$ cat config.mk
export PLATFORM = sky130hd
export DESIGN_NAME = muldiv_unit_flat
export DESIGN_NICKNAME = d
export VERILOG_FILES = /design/src/rtl/muldiv_pkg.sv /design/src/rtl/muldiv_unit_if.sv /design/src/rtl/muldiv_unit_cond_neg.sv /design/src/rtl/muldiv_unit.sv /design/src/flat_wrapper.sv
export SDC_FILE = /design/constraint.sdc
export NUM_CORES = 1
export LEC_CHECK = 0
export ABC_CLOCK_PERIOD_IN_PS = 4800
export BUFFER_PORTS_ARGS = -buffer_cell sky130_fd_sc_hd__buf_4
export CAP_MARGIN = 20
export CORE_UTILIZATION = 35
export DETAILED_ROUTE_END_ITERATION = 6
export MAX_ROUTING_LAYER = met4
export SYNTH_ARGS = -nofsm -noshare
export SYNTH_HDL_FRONTEND = slang
export SYNTH_SLANG_ARGS = --single-unit
export TNS_END_PERCENT = 5
$ cat constraint.sdc
create_clock -name clk -period 4.8 [get_ports clk]
set_input_delay 0.96 -clock clk [delete_from_list [all_inputs] [get_ports clk]]
set_output_delay 0.96 -clock clk [all_outputs]
set_load 0.1 [all_outputs]
$ cat src/rtl/muldiv_pkg.sv
// Shared definitions for the iterative multiply/divide unit: R-type funct codes,
// controller states and a decode helper.
package muldiv_pkg;

    localparam logic [5:0] F_MFHI  = 6'b010000;
    localparam logic [5:0] F_MTHI  = 6'b010001;
    localparam logic [5:0] F_MFLO  = 6'b010010;
    localparam logic [5:0] F_MTLO  = 6'b010011;
    localparam logic [5:0] F_MULT  = 6'b011000;
    localparam logic [5:0] F_MULTU = 6'b011001;
    localparam logic [5:0] F_DIV   = 6'b011010;
    localparam logic [5:0] F_DIVU  = 6'b011011;

    typedef enum logic [1:0] {
        IDLE,
        RUN,
        FIX
    } state_e;

    // True for the four funct codes that occupy the iterative datapath.
    function automatic logic is_long_op(input logic [5:0] funct);
        return (funct == F_MULT) || (funct == F_MULTU) ||
               (funct == F_DIV)  || (funct == F_DIVU);
    endfunction

endpackage

$ cat src/rtl/muldiv_unit_if.sv
// Issue/result bundle between the EX-stage core (master) and the
// multiply/divide unit (slave).
interface muldiv_unit_if #(
    parameter int WIDTH = 32
);
    logic             start;
    logic [5:0]       funct;
    logic [WIDTH-1:0] a;
    logic [WIDTH-1:0] b;
    logic             busy;
    logic             done;
    logic [WIDTH-1:0] hi;
    logic [WIDTH-1:0] lo;
    logic [WIDTH-1:0] rdata;

    modport master (
        output start, funct, a, b,
        input  busy, done, hi, lo, rdata
    );

    modport slave (
        input  start, funct, a, b,
        output busy, done, hi, lo, rdata
    );
endinterface

$ cat src/rtl/muldiv_unit_cond_neg.sv
// Conditional two's-complement negate, used both to take operand magnitudes and
// to restore result signs.
module cond_neg #(
    parameter int WIDTH = 32
) (
    input  logic             neg_i,
    input  logic [WIDTH-1:0] a_i,
    output logic [WIDTH-1:0] y_o
);
    assign y_o = neg_i ? (~a_i + 1'b1) : a_i;
endmodule

$ cat src/rtl/muldiv_unit.sv
// Iterative radix-2 multiply / restoring divide with HI/LO registers. Signed
// operations run on magnitudes and fix the signs in a final FIX cycle.
module muldiv_unit
    import muldiv_pkg::*;
#(
    parameter int WIDTH = 32
) (
    input  logic         clk,
    input  logic         rst,
    muldiv_unit_if.slave bus
);
    localparam int             CW        = $clog2(WIDTH) + 1;
    localparam logic [CW-1:0]  LAST_STEP = CW'(WIDTH - 1);

    state_e               state_q;
    logic [CW-1:0]        count_q;
    logic [2*WIDTH-1:0]   acc_q;
    logic [WIDTH-1:0]     opnd_q;
    logic                 is_div_q;
    logic                 res_neg_q;
    logic                 rem_neg_q;
    logic                 div0_q;
    logic                 busy_q;
    logic                 done_q;
    logic [WIDTH-1:0]     hi_q;
    logic [WIDTH-1:0]     lo_q;

    // Issue-side decode and operand magnitudes.
    logic             is_signed;
    logic             is_div_op;
    logic             sign_a;
    logic             sign_b;
    logic [WIDTH-1:0] mag_a;
    logic [WIDTH-1:0] mag_b;

    assign is_signed = (bus.funct == F_MULT) || (bus.funct == F_DIV);
    assign is_div_op = (bus.funct == F_DIV)  || (bus.funct == F_DIVU);
    assign sign_a    = is_signed & bus.a[WIDTH-1];
    assign sign_b    = is_signed & bus.b[WIDTH-1];

    cond_neg #(.WIDTH(WIDTH)) u_mag_a (.neg_i(sign_a), .a_i(bus.a), .y_o(mag_a));
    cond_neg #(.WIDTH(WIDTH)) u_mag_b (.neg_i(sign_b), .a_i(bus.b), .y_o(mag_b));

    // Multiply step: acc = {partial product, remaining multiplier bits}.
    logic [WIDTH:0]     mul_sum;
    logic [2*WIDTH-1:0] mul_next;

    assign mul_sum  = {1'b0, acc_q[2*WIDTH-1:WIDTH]} + {1'b0, opnd_q};
    assign mul_next = acc_q[0] ? {mul_sum, acc_q[WIDTH-1:1]}
                               : {1'b0, acc_q[2*WIDTH-1:1]};

    // Divide step: acc = {partial remainder, dividend/quotient bits}. The shifted
    // remainder needs one extra bit before the trial subtract.
    logic [WIDTH:0]     div_shift;
    logic [WIDTH:0]     div_diff;
    logic               div_fits;
    logic [2*WIDTH-1:0] div_next;

    assign div_shift = acc_q[2*WIDTH-1:WIDTH-1];
    assign div_fits  = div_shift >= {1'b0, opnd_q};
    assign div_diff  = div_shift - {1'b0, opnd_q};
    assign div_next  = {div_fits ? div_diff[WIDTH-1:0] : div_shift[WIDTH-1:0],
                        acc_q[WIDTH-2:0], div_fits};

    // Result sign fix-up; a most-negative overflow quotient wraps back to itself.
    logic [2*WIDTH-1:0] prod_fix;
    logic [WIDTH-1:0]   quo_fix;
    logic [WIDTH-1:0]   rem_fix;

    cond_neg #(.WIDTH(2*WIDTH)) u_fix_prod (
        .neg_i(res_neg_q), .a_i(acc_q), .y_o(prod_fix)
    );
    cond_neg #(.WIDTH(WIDTH)) u_fix_quo (
        .neg_i(res_neg_q), .a_i(acc_q[WIDTH-1:0]), .y_o(quo_fix)
    );
    cond_neg #(.WIDTH(WIDTH)) u_fix_rem (
        .neg_i(rem_neg_q), .a_i(acc_q[2*WIDTH-1:WIDTH]), .y_o(rem_fix)
    );

    // NOTE: all state below uses non-blocking assignments so every register
    // samples pre-edge values regardless of statement order.
    always_ff @(posedge clk) begin
        if (rst) begin
            state_q   <= IDLE;
            count_q   <= '0;
            acc_q     <= '0;
            opnd_q    <= '0;
            is_div_q  <= 1'b0;
            res_neg_q <= 1'b0;
            rem_neg_q <= 1'b0;
            div0_q    <= 1'b0;
            busy_q    <= 1'b0;
            done_q    <= 1'b0;
            hi_q      <= '0;
            lo_q      <= '0;
        end else begin
            done_q <= 1'b0;
            case (state_q)
                IDLE: begin
                    if (bus.start) begin
                        if (is_long_op(bus.funct)) begin
                            state_q   <= RUN;
                            busy_q    <= 1'b1;
                            count_q   <= '0;
                            acc_q     <= {{WIDTH{1'b0}}, mag_a};
                            opnd_q    <= mag_b;
                            is_div_q  <= is_div_op;
                            res_neg_q <= sign_a ^ sign_b;
                            rem_neg_q <= sign_a;
                            div0_q    <= (bus.b == '0);
                        end else if (bus.funct == F_MTHI) begin
                            hi_q <= bus.a;
                        end else if (bus.funct == F_MTLO) begin
                            lo_q <= bus.a;
                        end
                    end
                end
                RUN: begin
                    acc_q   <= is_div_q ? div_next : mul_next;
                    count_q <= count_q + 1'b1;
                    if (count_q == LAST_STEP) begin
                        state_q <= FIX;
                    end
                end
                FIX: begin
                    if (is_div_q) begin
                        lo_q <= div0_q ? {WIDTH{1'b1}} : quo_fix;
                        hi_q <= rem_fix;
                    end else begin
                        {hi_q, lo_q} <= prod_fix;
                    end
                    done_q  <= 1'b1;
                    busy_q  <= 1'b0;
                    count_q <= '0;
                    state_q <= IDLE;
                end
                default: state_q <= IDLE;
            endcase
        end
    end

    // NOTE: every branch assigns rdata, so this read mux cannot infer a latch.
    logic [WIDTH-1:0] rdata;
    always_comb begin
        rdata = '0;
        if (bus.funct == F_MFHI) begin
            rdata = hi_q;
        end else if (bus.funct == F_MFLO) begin
            rdata = lo_q;
        end
    end

    assign bus.busy  = busy_q;
    assign bus.done  = done_q;
    assign bus.hi    = hi_q;
    assign bus.lo    = lo_q;
    assign bus.rdata = rdata;

endmodule

$ cat src/flat_wrapper.sv
// flat-port wrapper written by rule: the top's interface ports become plain ports
module muldiv_unit_flat import muldiv_pkg::*;
#(
    parameter int WIDTH = 32
)
  (clk, rst, bus_start, bus_funct, bus_a, bus_b, bus_busy, bus_done, bus_hi, bus_lo, bus_rdata);
  muldiv_unit_if #(.WIDTH(WIDTH)) bus_i ();
  input  logic clk;
  input  logic rst;
  input wire logic [$bits(bus_i.start)-1:0] bus_start;
  input wire logic [$bits(bus_i.funct)-1:0] bus_funct;
  input wire logic [$bits(bus_i.a)-1:0] bus_a;
  input wire logic [$bits(bus_i.b)-1:0] bus_b;
  output wire logic [$bits(bus_i.busy)-1:0] bus_busy;
  output wire logic [$bits(bus_i.done)-1:0] bus_done;
  output wire logic [$bits(bus_i.hi)-1:0] bus_hi;
  output wire logic [$bits(bus_i.lo)-1:0] bus_lo;
  output wire logic [$bits(bus_i.rdata)-1:0] bus_rdata;
  assign bus_i.start = bus_start;
  assign bus_i.funct = bus_funct;
  assign bus_i.a = bus_a;
  assign bus_i.b = bus_b;
  assign bus_busy = bus_i.busy;
  assign bus_done = bus_i.done;
  assign bus_hi = bus_i.hi;
  assign bus_lo = bus_i.lo;
  assign bus_rdata = bus_i.rdata;
  muldiv_unit #(.WIDTH(WIDTH)) u_core (.clk(clk), .rst(rst), .bus(bus_i));
endmodule
**Yosys cells after proc, flatten, opt, wreduce, memory -nomap -nowiden**

Cells that the tools add are included.

- Bitwise operators: 8
- Reduce and logical (&&, ||, !) cells: 17
- Add/sub/neg operators: 8
- Multiplexer cells: 36
- Equality and inequality tests: 18
- Order comparisons: 1

Operator list:

| operator | number |
|---|---|
| $mux W32 | 17 |
| $mux W64 | 5 |
| $add A32 B1 Y32 const B | 4 |
| $not A32 Y32 | 4 |
| $pmux W32 S2 | 2 |
| $pmux W64 S2 | 1 |
| $add A64 B1 Y64 const B | 1 |
| $not A64 Y64 | 1 |
| $eq A6 B5 Y1 const B | 9 |
| $add A32 B32 Y33 | 1 |
| $ge A33 B32 Y1 | 1 |
| $logic_not A32 Y1 | 1 |
| $sub A32 B32 Y32 | 1 |
| $pmux W6 S3 | 1 |
| $reduce_and A3 Y1 | 5 |
| $mux W6 | 2 |
| $ne A2 B1 Y1 const B | 4 |
| $add A6 B1 Y6 const B | 1 |
| $mux W2 | 3 |
| $ne A2 B2 Y1 const B | 3 |
| $logic_or A1 B1 Y1 | 5 |
| $reduce_and A5 Y1 | 1 |
| $pmux W2 S2 | 1 |
| $reduce_and A4 Y1 | 1 |
| other kinds (9) | 13 |

- Flip-flop bits (word level): 174
- Output and inout bits: 98

**Depth between registers and ports, before layout**

- Depth in word-level cells: 7
- Mapped depth: 15
- Depth with buffers taken out: 14

**Hierarchy**

Synthesis repeated with hierarchy kept, for this count alone.

- Cells, all modules: 2293
- Area, all modules: 17534.3 um2

Modules (own cells, without submodules):

| module | area an instance (um2) | cells an instance | times used |
|---|---|---|---|
| muldiv_unit | 12777.3 | 1691 | 1 |
| cond_neg at u_core.u_fix_quo ... | 777.0 | 99 | 4 |
| cond_neg at u_core.u_fix_prod | 1649.1 | 206 | 1 |

**Worst setup path before layout**

No wires, ideal clock.

- Path type: input -> output
- Start: input port bus_funct[1]
- End: output port bus_rdata[12]
- Data arrival time: 3162 ps
- Required time: 3840 ps
- Path buffers: 2
- Stages on the path: 4
- Slack: 678 ps
- Path through: clkbuf_1 > buf_1 > mux2i_1 > nor2_1

- Word-level cells in the longest chain between the ends: 3
- Elaborated cells on any way between the ends: 4
- Classes of those cells: eq/ne (2); mux (2)

RTL lines:

| item | RTL line | source |
|---|---|---|
| start: declaration | flat_wrapper.sv:11 | `input wire logic [$bits(bus_i.funct)-1:0] bus_funct;` |
| $eq A6 B5 Y1 | muldiv_unit.sv:148 | `end else if (bus.funct == F_MFLO) begin` |
| $mux W32 | muldiv_unit.sv:148 |  |
| $mux W32 (*) | muldiv_unit.sv:146 | `if (bus.funct == F_MFHI) begin` |
| end: declaration | flat_wrapper.sv:18 | `output wire logic [$bits(bus_i.rdata)-1:0] bus_rdata;` |

Mark *: on every way between the ends. The rest lies on a longest branch, timed or not.

**Worst setup path after layout**

- Start: register u_core.opnd_q[1]
- End: register u_core.acc_q[38]

- Word-level cells in the longest chain between the ends: 4
- Elaborated cells on any way between the ends: 7
- Classes of those cells: add/sub (2); order compare (1); mux (4)

RTL lines:

| item | RTL line | source |
|---|---|---|
| start: declaration | muldiv_unit.sv:18 | `logic [WIDTH-1:0] opnd_q;` |
| start signal: assignment | muldiv_unit.sv:106 | `opnd_q <= mag_b;` |
| $add A32 B32 Y33 (tied with other cells) | muldiv_unit.sv:48 | `assign mul_sum = {1'b0, acc_q[2*WIDTH-1:WIDTH]} + {1'b0, opnd_q};` |
| $mux W64 / $mux W32 (equally long branches) | muldiv_unit.sv:49, muldiv_unit.sv:62 |  |
| $mux W64 (*) | muldiv_unit.sv:119 | `acc_q <= is_div_q ? div_next : mul_next;` |
| $pmux W64 S2 (*) | muldiv_unit.sv:98 | `case (state_q)` |
| end signal: assignment | muldiv_unit.sv:105 | `acc_q <= {{WIDTH{1'b0}}, mag_a};` |
| end signal: assignment | muldiv_unit.sv:119 |  |
| end: declaration | muldiv_unit.sv:17 | `logic [2*WIDTH-1:0] acc_q;` |

Marked as above.
A chain may end at the register's enable or synchronous reset.

==> results.sh <==
export IMPL_rr_startpoint="u_core.opnd_q[1]"
export IMPL_gp_congestion=0.9305
export IMPL_drc=17
export IMPL_yosysSeqAreaShare=0.2372
export IMPL_clk_pin_slew_ns=0.07
export IMPL_drt_initial_drc_count=1213
export IMPL_die_y_um=206.8
export IMPL_syn_inst=1953
export IMPL_worstHoldEndpoint="u_core.bus.busy"
export IMPL_ys_ff_latch=174
export IMPL_grt_setup_unrepaired="no"
export IMPL_synth_distinct_cells=75
export IMPL_hold_viol_final=0
export IMPL_syn_cell_area_um2=14690
export IMPL_cts_repair_resized=0
export IMPL_clock_fmax_ghz=0.2669
export IMPL_ys_warn_count=0
export IMPL_reg2reg_depth=12
export IMPL_synth_edf_count=0
export IMPL_hold_buffers=0
export IMPL_cts_setup_buffers=0
export IMPL_avgSynthCellArea_um2=7.520
export IMPL_drt_first_pass_iters=7
export IMPL_worst_pin_slew_ns=0.9442
export IMPL_worstHoldStart="u_core.bus.busy"
export IMPL_synth_fp_nets=2097
export IMPL_violations="DRC"
export IMPL_finalCritPeriodShare=0.7805
export IMPL_rows=74
export IMPL_grt_ovfl_total=0
export IMPL_crit_path_start_kind="register"
export IMPL_num_vias=15136
export IMPL_antenna_found_initial=0
export IMPL_grt_max_degree=76
export IMPL_htree_levels=4
export IMPL_arrival_ns=4.09
export IMPL_hold_class="reg2reg"
export IMPL_finClkSkew_ns=0.01431
export IMPL_io_pins=171
export IMPL_areaGrowthSynthToFinish_pct=15.75
export IMPL_globalRouteTotalUtil=0.2513
export IMPL_cts_sinks=174
export IMPL_p_per_area_nw_per_um2=211.1
export IMPL_cts_buffers=17
export IMPL_grt_first_pass_wirelength_mm=81.16
export IMPL_dieArea_um2=42780
export IMPL_drv_cap=0
export IMPL_synthArstFlopShare=0
export IMPL_dp_hpwl_mm=39.02
export IMPL_ant_nets=0
export IMPL_synth_area_leaders="dfxtp_1 24%, mux2i_1 6.9%, nor2_1 6.5%, xor2_1 5.9%, ha_1 5.9%"
export IMPL_routed_wirelength_mm=52.63
export IMPL_final_cell_mix="252 x nor2_1, 209 x buf_4, 173 x dfxtp_1"
export IMPL_io_buffers=170
export IMPL_cp_data_required_time_ns=5.14
export IMPL_antenna_cells_inserted=0
export IMPL_grt_pass1_vias=14157
export IMPL_wl_met3_mm=3.223
export IMPL_top_layer_used="met4"
export IMPL_yosys_area_top_type_share=0.2372
export IMPL_wl_per_cell_um=20.36
export IMPL_cp_max_fo=12
export IMPL_min_path_cells=2
export IMPL_end_kind="register"
export IMPL_met2_length_mm=23.96
export IMPL_r2r_end="u_core.acc_q[38]"
export IMPL_fin_nets=2184
export IMPL_fin_crit_ns=3.746
export IMPL_outcome="finished, violations left"
export IMPL_slew_headroom=0.3691
export IMPL_final_common_cell="nor2_1"
export IMPL_leakagePower_nw=6.785
export IMPL_yosys_area_top_type="dfxtp_1"
export IMPL_ir_drop_uv=185.4
export IMPL_finalSetupTns_ns=0
export IMPL_crit_type="reg2reg"
export IMPL_finalSetupViolCount=0
export IMPL_cts_path_max_buffers=2
export IMPL_startpoint="u_core.opnd_q[1]"
export IMPL_cts_tree="built"
export IMPL_total_power_mw=3.589
export IMPL_layout_drive_gt1_share=0.1344
export IMPL_initial_core_util=0.3573
export IMPL_viasPerCell=5.855
export IMPL_cts_root_buf="clkbuf_16"
export IMPL_die_w_um=206.8
export IMPL_synthFlopType="dfxtp_1"
export IMPL_core_um2=41110
export IMPL_clock_latency_ns=0.47
export IMPL_rrSetupSlack_ns=1.05
export IMPL_met1_length_mm=24.24
export IMPL_drv_slew=0
==> synth_stat cells (32+ instances only) <==
cell type  number
mux2i_1       101
dfxtp_1       174
o21ai_0        87
nand2_1       151
inv_1          66
a21oi_1       169
clkbuf_1      126
ha_1           69
nor2_1        256
xnor2_1        70
a211oi_1       75
nand3_1        32
a21o_1         36
xor2_1         99
==> flip-flops by register name, indices dropped and copies added, names as in the netlist <==
register and count:
u_core.acc_q 64, u_core.opnd_q 32, u_core.bus.busy 1, u_core.bus.done 1
u_core.rem_neg_q 1, u_core.res_neg_q 1, u_core.count_q 6, u_core.bus.lo 32
u_core.bus.hi 32, u_core.div0_q 1, u_core.state_q 2, u_core.is_div_q 1
==> layout make-up <==
cell class                      instances  area [um2]
Tap cell                              532       665.6
Clock inverter                         13       108.9
Clock buffer                           19       442.9
Fill cell                            4246       24110
Timing Repair Buffer                  210        1589
Inverter                               67       251.5
Multi-Input combinational cell       1570       10460
Sequential cell                       174        3487
==> layer usage <==
| layer | GRT usage | vias to the layer above |
|---|---|---|
| li1 | - | 7304 |
| met1 | 0.3312 | 7219 |
| met2 | 0.3986 | 540 |
| met3 | 0.03234 | 73 |
| met4 | 0.07638 | 0 |
| met5 | - | - |
==> worst max-delay path by stage <==
| stage | endpoint | slack [ns] | cells after the start |
|---|---|---|---|
| after detailed placement | u_core.acc_q[30] | 1.02 | 11 |
| final | u_core.acc_q[38] | 1.05 | 12 |
| after global routing | u_core.acc_q[0] | 0.83 | 12 |
| after global placement | u_core.acc_q[30] | 0.98 | 11 |
| after CTS | u_core.acc_q[38] | 1.10 | 11 |
| after floorplan | bus_rdata[12] | 0.68 | 4 |
==> cell families after synthesis <==
group           synth area share
simple gates              0.1960
buf+inv                  0.05393
mux                      0.06960
fa+ha+maj                0.06151
flops                     0.2372
compound gates            0.2810
xor+xnor                  0.1008
==> worst max-delay path, cell delays in order, from the launching register on <==
cell and delay (ns):
dfxtp_1 0.43, inv_1 0.15, ha_1 0.32, nor2b_1 0.17
o31a_1 0.19, o31ai_1 0.12, o211ai_1 0.38, a21oi_1 0.19
o21ai_1 0.39, o21a_1 0.67, mux2_2 0.41, a21oi_1 0.13
o21ai_0 0.07
==> where the power goes <==
part	leakage [nW]	internal [mW]	total (mW)	switching [mW]
Combinational	5.12	0.259	0.724	0.464
Clock	0.261	0.686	1.38	0.693
Sequential	1.40	1.46	1.49	0.0267
==> through the flow <==
stage	worst slack [ns]	hold slack, ns	std cells	utilization	instance area, um2
after global routing	0.8327	0.4928	2585	0.4135	17000
after floorplan	0.6783	0.4492	1953	-	14690
final	1.054	0.4593	2585	0.4135	17000
after global placement	0.9850	0.4496	2552	0.3996	16430
after detailed placement	1.022	0.4527	2552	0.3996	16430
after CTS	1.102	0.4668	2584	0.4130	16980
Note: power is estimated with default switching activity, not from simulation.
